## config.mk

```make
export PLATFORM = sky130hd
export DESIGN_NAME = conway_serial_sequencer_flat
export DESIGN_NICKNAME = d
export VERILOG_FILES = /design/src/rtl/conway_pkg.sv /design/src/rtl/conway_serial_sequencer_if.sv /design/src/rtl/seq_shift_reg.sv /design/src/rtl/conway_serial_sequencer.sv /design/src/flat_wrapper.sv
export SDC_FILE = /design/constraint.sdc
export NUM_CORES = 1
export LEC_CHECK = 0
export CAP_MARGIN = 20
export CORE_MARGIN = 1.5
export CORE_UTILIZATION = 23
export DETAILED_ROUTE_END_ITERATION = 10
export PLACE_DENSITY = 0.51
export RECOVER_POWER = 25
export SYNTH_ARGS = -nofsm -noshare
export SYNTH_HDL_FRONTEND = slang
export SYNTH_HIERARCHICAL = 1
export SYNTH_SLANG_ARGS = --single-unit
```

## constraint.sdc

```tcl
create_clock -name CLK -period 4.85 [get_ports CLK]
set_clock_uncertainty 0.1 [all_clocks]
set_input_delay 0.97 -clock CLK [delete_from_list [all_inputs] [get_ports CLK]]
set_output_delay 0.97 -clock CLK [all_outputs]
set_load 0.02 [all_outputs]
```

## src/rtl/conway_pkg.sv

```systemverilog
// Shared types and constants for the Conway serial sequencer.
//   seq_state_t : job FSM states
//   MODE_*      : 2-bit mode codes understood by the serial Conway core
//   mode_of()   : state -> core mode decode
package conway_pkg;

  localparam int DATA_SIZE_DEF = 64;
  localparam int GEN_WIDTH_DEF = 16;

  typedef enum logic [2:0] {
    IDLE = 3'd0,
    LOAD = 3'd1,
    RUN  = 3'd2,
    READ = 3'd3,
    DONE = 3'd4
  } seq_state_t;

  localparam logic [1:0] MODE_LOAD   = 2'b00;
  localparam logic [1:0] MODE_RUN    = 2'b01;
  localparam logic [1:0] MODE_OUTPUT = 2'b10;
  localparam logic [1:0] MODE_STOP   = 2'b11;

  function automatic logic [1:0] mode_of(input seq_state_t s);
    case (s)
      LOAD:    return MODE_LOAD;
      RUN:     return MODE_RUN;
      READ:    return MODE_OUTPUT;
      default: return MODE_STOP;
    endcase
  endfunction

endpackage

```

## src/rtl/conway_serial_sequencer_if.sv

```systemverilog
// Host/core-facing bundle of the Conway serial sequencer.
//   master : job requester + core side (drives START/GRID_LOAD/GEN_COUNT/DATA_IN)
//   slave  : the sequencer (drives DATA_OUT/MODE/BUSY/DONE/GRID_RESULT)
interface conway_serial_sequencer_if #(
  parameter int DATA_SIZE = 64,
  parameter int GEN_WIDTH = 16
);
  logic                 START;
  logic [DATA_SIZE-1:0] GRID_LOAD;
  logic [GEN_WIDTH-1:0] GEN_COUNT;
  logic                 DATA_IN;
  logic                 DATA_OUT;
  logic [1:0]           MODE;
  logic                 BUSY;
  logic                 DONE;
  logic [DATA_SIZE-1:0] GRID_RESULT;

  modport master (
    output START, GRID_LOAD, GEN_COUNT, DATA_IN,
    input  DATA_OUT, MODE, BUSY, DONE, GRID_RESULT
  );

  modport slave (
    input  START, GRID_LOAD, GEN_COUNT, DATA_IN,
    output DATA_OUT, MODE, BUSY, DONE, GRID_RESULT
  );
endinterface

```

## src/rtl/seq_shift_reg.sv

```systemverilog
// Parameterised left-shift register with parallel load.
//   i_clk, i_rst_n : clock, synchronous active-low reset
//   i_load         : load i_load_val (wins over i_shift)
//   i_shift, i_sin : shift left one place, i_sin enters at bit 0
//   o_q, o_sout    : parallel contents, serial out (MSB)
module seq_shift_reg
  import conway_pkg::*;
#(
  parameter int WIDTH = DATA_SIZE_DEF
) (
  input  logic             i_clk,
  input  logic             i_rst_n,
  input  logic             i_load,
  input  logic [WIDTH-1:0] i_load_val,
  input  logic             i_shift,
  input  logic             i_sin,
  output logic [WIDTH-1:0] o_q,
  output logic             o_sout
);

  logic [WIDTH-1:0] r_q;

  always_ff @(posedge i_clk) begin
    if (!i_rst_n)     r_q <= '0;
    else if (i_load)  r_q <= i_load_val;
    else if (i_shift) r_q <= {r_q[WIDTH-2:0], i_sin};
  end

  assign o_q    = r_q;
  assign o_sout = r_q[WIDTH-1];

endmodule

```

## src/rtl/conway_serial_sequencer.sv

```systemverilog
// Drives one job through the serial Conway core: shift seed in (LOAD),
// run N generations (RUN), shift result out (READ), pulse DONE.
//   CLK, RESET : clock, synchronous active-low reset
//   sif        : START/GRID_LOAD/GEN_COUNT request, DATA_OUT/MODE to core,
//                DATA_IN from core, BUSY/DONE/GRID_RESULT status
module conway_serial_sequencer
  import conway_pkg::*;
#(
  parameter int DATA_SIZE = DATA_SIZE_DEF,
  parameter int GEN_WIDTH = GEN_WIDTH_DEF
) (
  input logic CLK,
  input logic RESET,
  conway_serial_sequencer_if.slave sif
);

  localparam int             CW       = $clog2(DATA_SIZE + 1);
  localparam logic [CW-1:0]  LAST_BIT = CW'(DATA_SIZE - 1);

  seq_state_t           r_state, w_next;
  logic [CW-1:0]        r_bit_cnt;
  logic [GEN_WIDTH-1:0] r_gen_cnt;
  logic [1:0]           r_mode;
  logic                 r_busy;
  logic                 r_done;
  logic [DATA_SIZE-1:0] r_result;

  logic                 w_accept;
  logic                 w_bit_last;
  logic                 w_gen_last;
  logic                 w_load_sout;
  logic [DATA_SIZE-1:0] w_unused_load_q;
  logic [DATA_SIZE-1:0] w_cap_q;
  logic                 w_unused_cap_sout;

  assign w_accept   = (r_state == IDLE) && sif.START;
  assign w_bit_last = (r_bit_cnt == LAST_BIT);
  // RUN is only entered with a nonzero count; <=1 also covers a stray 0.
  assign w_gen_last = (r_gen_cnt <= GEN_WIDTH'(1));

  // Seed register: MSB goes out first, zeros shift in so DATA_OUT idles low
  // once the seed has been sent.
  seq_shift_reg #(.WIDTH(DATA_SIZE)) u_load_sh (
    .i_clk      (CLK),
    .i_rst_n    (RESET),
    .i_load     (w_accept),
    .i_load_val (sif.GRID_LOAD),
    .i_shift    (r_state == LOAD),
    .i_sin      (1'b0),
    .o_q        (w_unused_load_q),
    .o_sout     (w_load_sout)
  );

  // Capture register: core memory arrives MSB first.
  seq_shift_reg #(.WIDTH(DATA_SIZE)) u_cap_sh (
    .i_clk      (CLK),
    .i_rst_n    (RESET),
    .i_load     (1'b0),
    .i_load_val ('0),
    .i_shift    (r_state == READ),
    .i_sin      (sif.DATA_IN),
    .o_q        (w_cap_q),
    .o_sout     (w_unused_cap_sout)
  );

  always_comb begin
    w_next = r_state;
    case (r_state)
      IDLE: if (sif.START) w_next = LOAD;
      LOAD: if (w_bit_last) w_next = (r_gen_cnt != '0) ? RUN : READ;
      RUN:  if (w_gen_last) w_next = READ;
      READ: if (w_bit_last) w_next = DONE;
      DONE: w_next = IDLE;
      default: w_next = IDLE;
    endcase
  end

  // State plus registered outputs decoded from the next state, so MODE/BUSY/DONE
  // line up with the state they describe.
  always_ff @(posedge CLK) begin
    if (!RESET) begin
      r_state <= IDLE;
      r_mode  <= MODE_STOP;
      r_busy  <= 1'b0;
      r_done  <= 1'b0;
    end else begin
      r_state <= w_next;
      r_mode  <= mode_of(w_next);
      r_busy  <= (w_next == LOAD) || (w_next == RUN) || (w_next == READ);
      r_done  <= (w_next == DONE);
    end
  end

  always_ff @(posedge CLK) begin
    if (!RESET) begin
      r_bit_cnt <= '0;
      r_gen_cnt <= '0;
      r_result  <= '0;
    end else begin
      // One counter serves both LOAD and READ; it is back at 0 between them.
      if (r_state == LOAD || r_state == READ)
        r_bit_cnt <= w_bit_last ? '0 : r_bit_cnt + CW'(1);

      if (w_accept)
        r_gen_cnt <= sif.GEN_COUNT;
      else if (r_state == RUN && r_gen_cnt != '0)
        r_gen_cnt <= r_gen_cnt - GEN_WIDTH'(1);

      // Include the bit being captured on this final edge.
      if (r_state == READ && w_bit_last)
        r_result <= {w_cap_q[DATA_SIZE-2:0], sif.DATA_IN};
    end
  end

  assign sif.DATA_OUT    = w_load_sout;
  assign sif.MODE        = r_mode;
  assign sif.BUSY        = r_busy;
  assign sif.DONE        = r_done;
  assign sif.GRID_RESULT = r_result;

endmodule

```

## src/flat_wrapper.sv

```systemverilog
// flat-port wrapper written by rule: the top's interface ports become plain ports
module conway_serial_sequencer_flat import conway_pkg::*;
#(
  parameter int DATA_SIZE = DATA_SIZE_DEF,
  parameter int GEN_WIDTH = GEN_WIDTH_DEF
)
  (CLK, RESET, sif_START, sif_GRID_LOAD, sif_GEN_COUNT, sif_DATA_IN, sif_DATA_OUT, sif_MODE, sif_BUSY, sif_DONE, sif_GRID_RESULT);
  conway_serial_sequencer_if #(.DATA_SIZE(DATA_SIZE), .GEN_WIDTH(GEN_WIDTH)) sif_i ();
  input logic CLK;
  input logic RESET;
  input wire logic [$bits(sif_i.START)-1:0] sif_START;
  input wire logic [$bits(sif_i.GRID_LOAD)-1:0] sif_GRID_LOAD;
  input wire logic [$bits(sif_i.GEN_COUNT)-1:0] sif_GEN_COUNT;
  input wire logic [$bits(sif_i.DATA_IN)-1:0] sif_DATA_IN;
  output wire logic [$bits(sif_i.DATA_OUT)-1:0] sif_DATA_OUT;
  output wire logic [$bits(sif_i.MODE)-1:0] sif_MODE;
  output wire logic [$bits(sif_i.BUSY)-1:0] sif_BUSY;
  output wire logic [$bits(sif_i.DONE)-1:0] sif_DONE;
  output wire logic [$bits(sif_i.GRID_RESULT)-1:0] sif_GRID_RESULT;
  assign sif_i.START = sif_START;
  assign sif_i.GRID_LOAD = sif_GRID_LOAD;
  assign sif_i.GEN_COUNT = sif_GEN_COUNT;
  assign sif_i.DATA_IN = sif_DATA_IN;
  assign sif_DATA_OUT = sif_i.DATA_OUT;
  assign sif_MODE = sif_i.MODE;
  assign sif_BUSY = sif_i.BUSY;
  assign sif_DONE = sif_i.DONE;
  assign sif_GRID_RESULT = sif_i.GRID_RESULT;
  conway_serial_sequencer #(.DATA_SIZE(DATA_SIZE), .GEN_WIDTH(GEN_WIDTH)) u_core (.CLK(CLK), .RESET(RESET), .sif(sif_i));
endmodule
```

# Word level (Yosys, flattened, before mapping)
# Cells that the tools add are included.
[word_totals]
output_inout_bits = 69
word_cells = 42
ff_bits = 221
[classes]
n_reduce_logical = 10
order_cmp = 1
n_mux = 12
eq_ne = 8
n_addsub = 2
[op_table]
columns = ["operator", "n"]
rows = [
  ["$mux W64", 2],
  ["$mux W16", 2],
  ["$le A16 B1 Y1 const B", 1],
  ["$reduce_bool A16 Y1", 1],
  ["$sub A16 B1 Y16 const B", 1],
  ["$eq A3 B2 Y1 const B", 4],
  ["$mux W3", 4],
  ["$pmux W3 S4", 1],
  ["$add A7 B1 Y7 const B", 1],
  ["$eq A7 B6 Y1 const B", 1],
  ["$mux W7", 1],
  ["$eq A3 B1 Y1 const B", 2],
  ["$pmux W2 S3", 1],
  ["$reduce_bool A2 Y1", 2],
  ["$eq A3 B3 Y1 const B", 1],
  ["$logic_and A1 B1 Y1", 3],
  ["$logic_not A3 Y1", 1],
  ["$logic_or A1 B1 Y1", 3],
  ["$mux W1", 1],
]

# Longest topological paths before layout
[logic_depth]
word_depth = 7
mapped_depth = 8
ltp_nobuf = 7

# Hierarchy
# The synthesis kept the hierarchy.
[by_module_without_submodules]
columns = ["mod", "n_inst", "area_per_inst_um2", "cells_per_inst", "seq_area_each_um2"]
rows = [
  ["seq_shift_reg", 2, 3537.1, 285, 1281.2],
  ["conway_serial_sequencer", 1, 3457.1, 324, 1881.8],
]

# Worst setup path before layout
# No wires, ideal clock.
[synth_timing]
path_kind = "input to register"
from = "input RESET"
to = "register u_core.r_result[11] (netlist: u_core/sif.GRID_RESULT[11])"
stages = 6
setup_slack_ps = 2612
t_arrival_ps = 2079
cell_sequence = "clkbuf_1 > clkinv_1 > nor2_1 > buf_2 > buf_2 > a22o_1"
[synth_rtl]
columns = ["item", "line", "rtl"]
rows = [
  ["start: declaration", "flat_wrapper.sv:10", "input logic RESET;"],
  ["end signal: assignment", "conway_serial_sequencer.sv:111", "r_result <= {w_cap_q[DATA_SIZE-2:0], sif.DATA_IN};"],
  ["end: declaration", "conway_serial_sequencer.sv:26", "logic [DATA_SIZE-1:0] r_result;"],
]

==> impl_metrics.env <==
export IMPL_ctsLongestPathBuffers=3
export IMPL_cell_internal_pwr_w=0.00351
export IMPL_postLayoutCellArea_um2=13400
export IMPL_hp_class="register to register"
export IMPL_clock_latency_ps=540
export IMPL_layout_drive_gt1_share_pct=17.0
export IMPL_grt_pass1_wl_mm=39.9
export IMPL_initial_utilization_pct=23.5
export IMPL_power_switching_w=0.00109
export IMPL_busiest_layer="met2"
export IMPL_critPathCaptureType="register"
export IMPL_die_area_um2=46800
export IMPL_die_w_um=216
export IMPL_yosys_warnings=6
export IMPL_worstMarginPinSlew_ps=1490
export IMPL_tns_ps=0
export IMPL_grtUsageTotal_pct=10.3
export IMPL_postLayoutCoreUtil_pct=30.1
export IMPL_critPathMaxStageDelay_ps=1150
export IMPL_rr_worst_depth=7
export IMPL_cts_sink_count=221
export IMPL_met3_usage_pct=2.44
export IMPL_hold_depth=1
export IMPL_finalMaxSlewViolations=0
export IMPL_post_route_period_util_pct=68.6
export IMPL_hold_violations=0
export IMPL_p_leak_nw=6.08
export IMPL_wl_mm=24.7
export IMPL_cap_violations=0
export IMPL_diodes=0
export IMPL_dpl_hpwl_mm=15.1
export IMPL_cts_max_level=1
export IMPL_pwr_share_seq_pct=43.4
export IMPL_wl_per_cell_um=14.7
export IMPL_path_class="input pin to register"
export IMPL_grt_pass1_vias=7297
export IMPL_cts_resized=0
export IMPL_period_minus_slack_ps=3330
export IMPL_path_cells="buf_4, buf_4, clkbuf_2, o31ai_1, nor2_1, mux2i_1"
export IMPL_die_h_um=216
export IMPL_clkPwrFrac_pct=44.6
export IMPL_ios=153
export IMPL_ant_nets=0
export IMPL_netlist_instances=888
export IMPL_p_sw_share_pct=23.7
export IMPL_grt_max_degree=117
export IMPL_use_met1_pct=13.8
export IMPL_outcome="finished, final reports clean"
export IMPL_worst_ir_drop_vdd_mv=0.231
export IMPL_row_count=77
export IMPL_post_route_drc_count=0
export IMPL_vias_per_cell=4.23
export IMPL_crit_fanout=65
export IMPL_rsz0062_at_grt="no"
export IMPL_final_nets=1155
export IMPL_drt_iter0_drc=381
export IMPL_clockRootBuffer="clkbuf_16"
export IMPL_instances_no_fill=1679
export IMPL_ctsHoldBuffers=0
export IMPL_setup_viol=0
export IMPL_firstDrtPassIters=4
export IMPL_cpMaxStageDelayCell="clkbuf_2"
export IMPL_combinationalPowerShare_pct=12.0
export IMPL_place_area_um2=12500
export IMPL_slew_headroom_pct=0.686
export IMPL_coreArea_um2=44600
export IMPL_avgSynthCellArea_um2=11.8
export IMPL_syn_area_um2=10500
export IMPL_path_clk_slew_ps=60
export IMPL_io_buffers=152
export IMPL_cp_required_ps=5160
export IMPL_crit_top_cell="buf_4"
export IMPL_cts_buffers=27
export IMPL_vias=7109
export IMPL_place_congestion=0.733
export IMPL_start_kind="input pin"
export IMPL_cp_arrival_ps=3640
export IMPL_setup_ws_ps=1520
export IMPL_power_density_nw_per_um2=343
export IMPL_post_cts_buffers=0
export IMPL_synthToLayoutAreaGrowth_pct=28.1
export IMPL_grt_util_met2_pct=16.6
export IMPL_antenna_found_initial=0
export IMPL_overflow=0
export IMPL_cts_tree="yes"
export IMPL_fmax_mhz=300
export IMPL_dp_cells=1630
export IMPL_pre_cts_ws_ps=1480
==> power groups by stage <==
stage | sequential [W] | clock [W] | combinational [W]
floorplan | 0.00202 | 0 | 0.000444
global placement | 0.00204 | 0 | 0.000546
detailed placement | 0.00204 | 0 | 0.000554
CTS | 0.00200 | 0.00214 | 0.000559
global route | 0.00201 | 0.00221 | 0.000608
finish | 0.00200 | 0.00206 | 0.000552
==> final timing paths <==
path                                    from                    endpoint  slack [ps]
hold reg to reg   u_core/sif.GRID_RESULT[52]  u_core/sif.GRID_RESULT[52]         380
setup reg to reg           u_core/r_state[1]    u_core/u_load_sh/o_q[28]        1980
setup / recovery                       RESET          u_core/sif.MODE[1]        1520
hold / removal    u_core/sif.GRID_RESULT[52]  u_core/sif.GRID_RESULT[52]         380
==> worst max-delay path: cells and delay by family <==
kind / cells / cell delay, ps
AND/OR/NAND/NOR: 1 / 170
AO/OA/AOI/OAI: 1 / 290
multiplexers: 1 / 80
buffers and inverters: 3 / 2000
==> final cells by class <==
| cell class | instances | area, um2 |
|---|---|---|
| Fill cell | 4567 | 31200 |
| Inverter | 8 | 31.3 |
| Tap cell | 592 | 741 |
| Timing Repair Buffer | 161 | 1620 |
| Multi-Input combinational cell | 648 | 5690 |
| Clock buffer | 40 | 774 |
| Sequential cell | 221 | 4420 |
| Clock inverter | 9 | 129 |
==> per-stage QoR <==
stage          hold slack [ps]  power [W]
2_1_floorplan              338    0.00246
3_3_place_gp               352    0.00258
3_5_place_dp               359    0.00259
4_1_cts                    382    0.00469
5_1_grt                    396    0.00483
6_report                   377    0.00460
==> cells in the final DEF (no fill, tap or decap), drive strengths merged, types with 10 or more instances in the layout <==
| cell type | count |
|---|---|
| dfxtp | 221 |
| o211a | 127 |
| o21ai | 15 |
| or2b | 66 |
| nand2 | 12 |
| a21oi | 18 |
| clkdlybuf4s50 | 148 |
| xnor2 | 12 |
| conb | 66 |
| nor2 | 17 |
| a22o | 64 |
| mux2 | 128 |
| nand2b | 62 |
| clkbuf | 41 |
| nor4 | 10 |
==> layer usage <==
metal  routed length [um]  up-vias
met5                    0        -
met4                  499        0
met1                11900     3368
li1                     -     3552
met3                 1410       36
met2                10900      153
==> flip-flops by register name, summed over array words and instances (netlist names) <==
register	flops
u_core/sif.DONE	1
u_core/sif.GRID_RESULT	64
u_core/sif.MODE	2
u_core/sif.BUSY	1
u_core/r_bit_cnt	7
u_core/u_cap_sh/o_q	63
u_core/r_state	3
u_core/u_load_sh/o_q	64
u_core/r_gen_cnt	16
(Power assumes the default switching activity.)
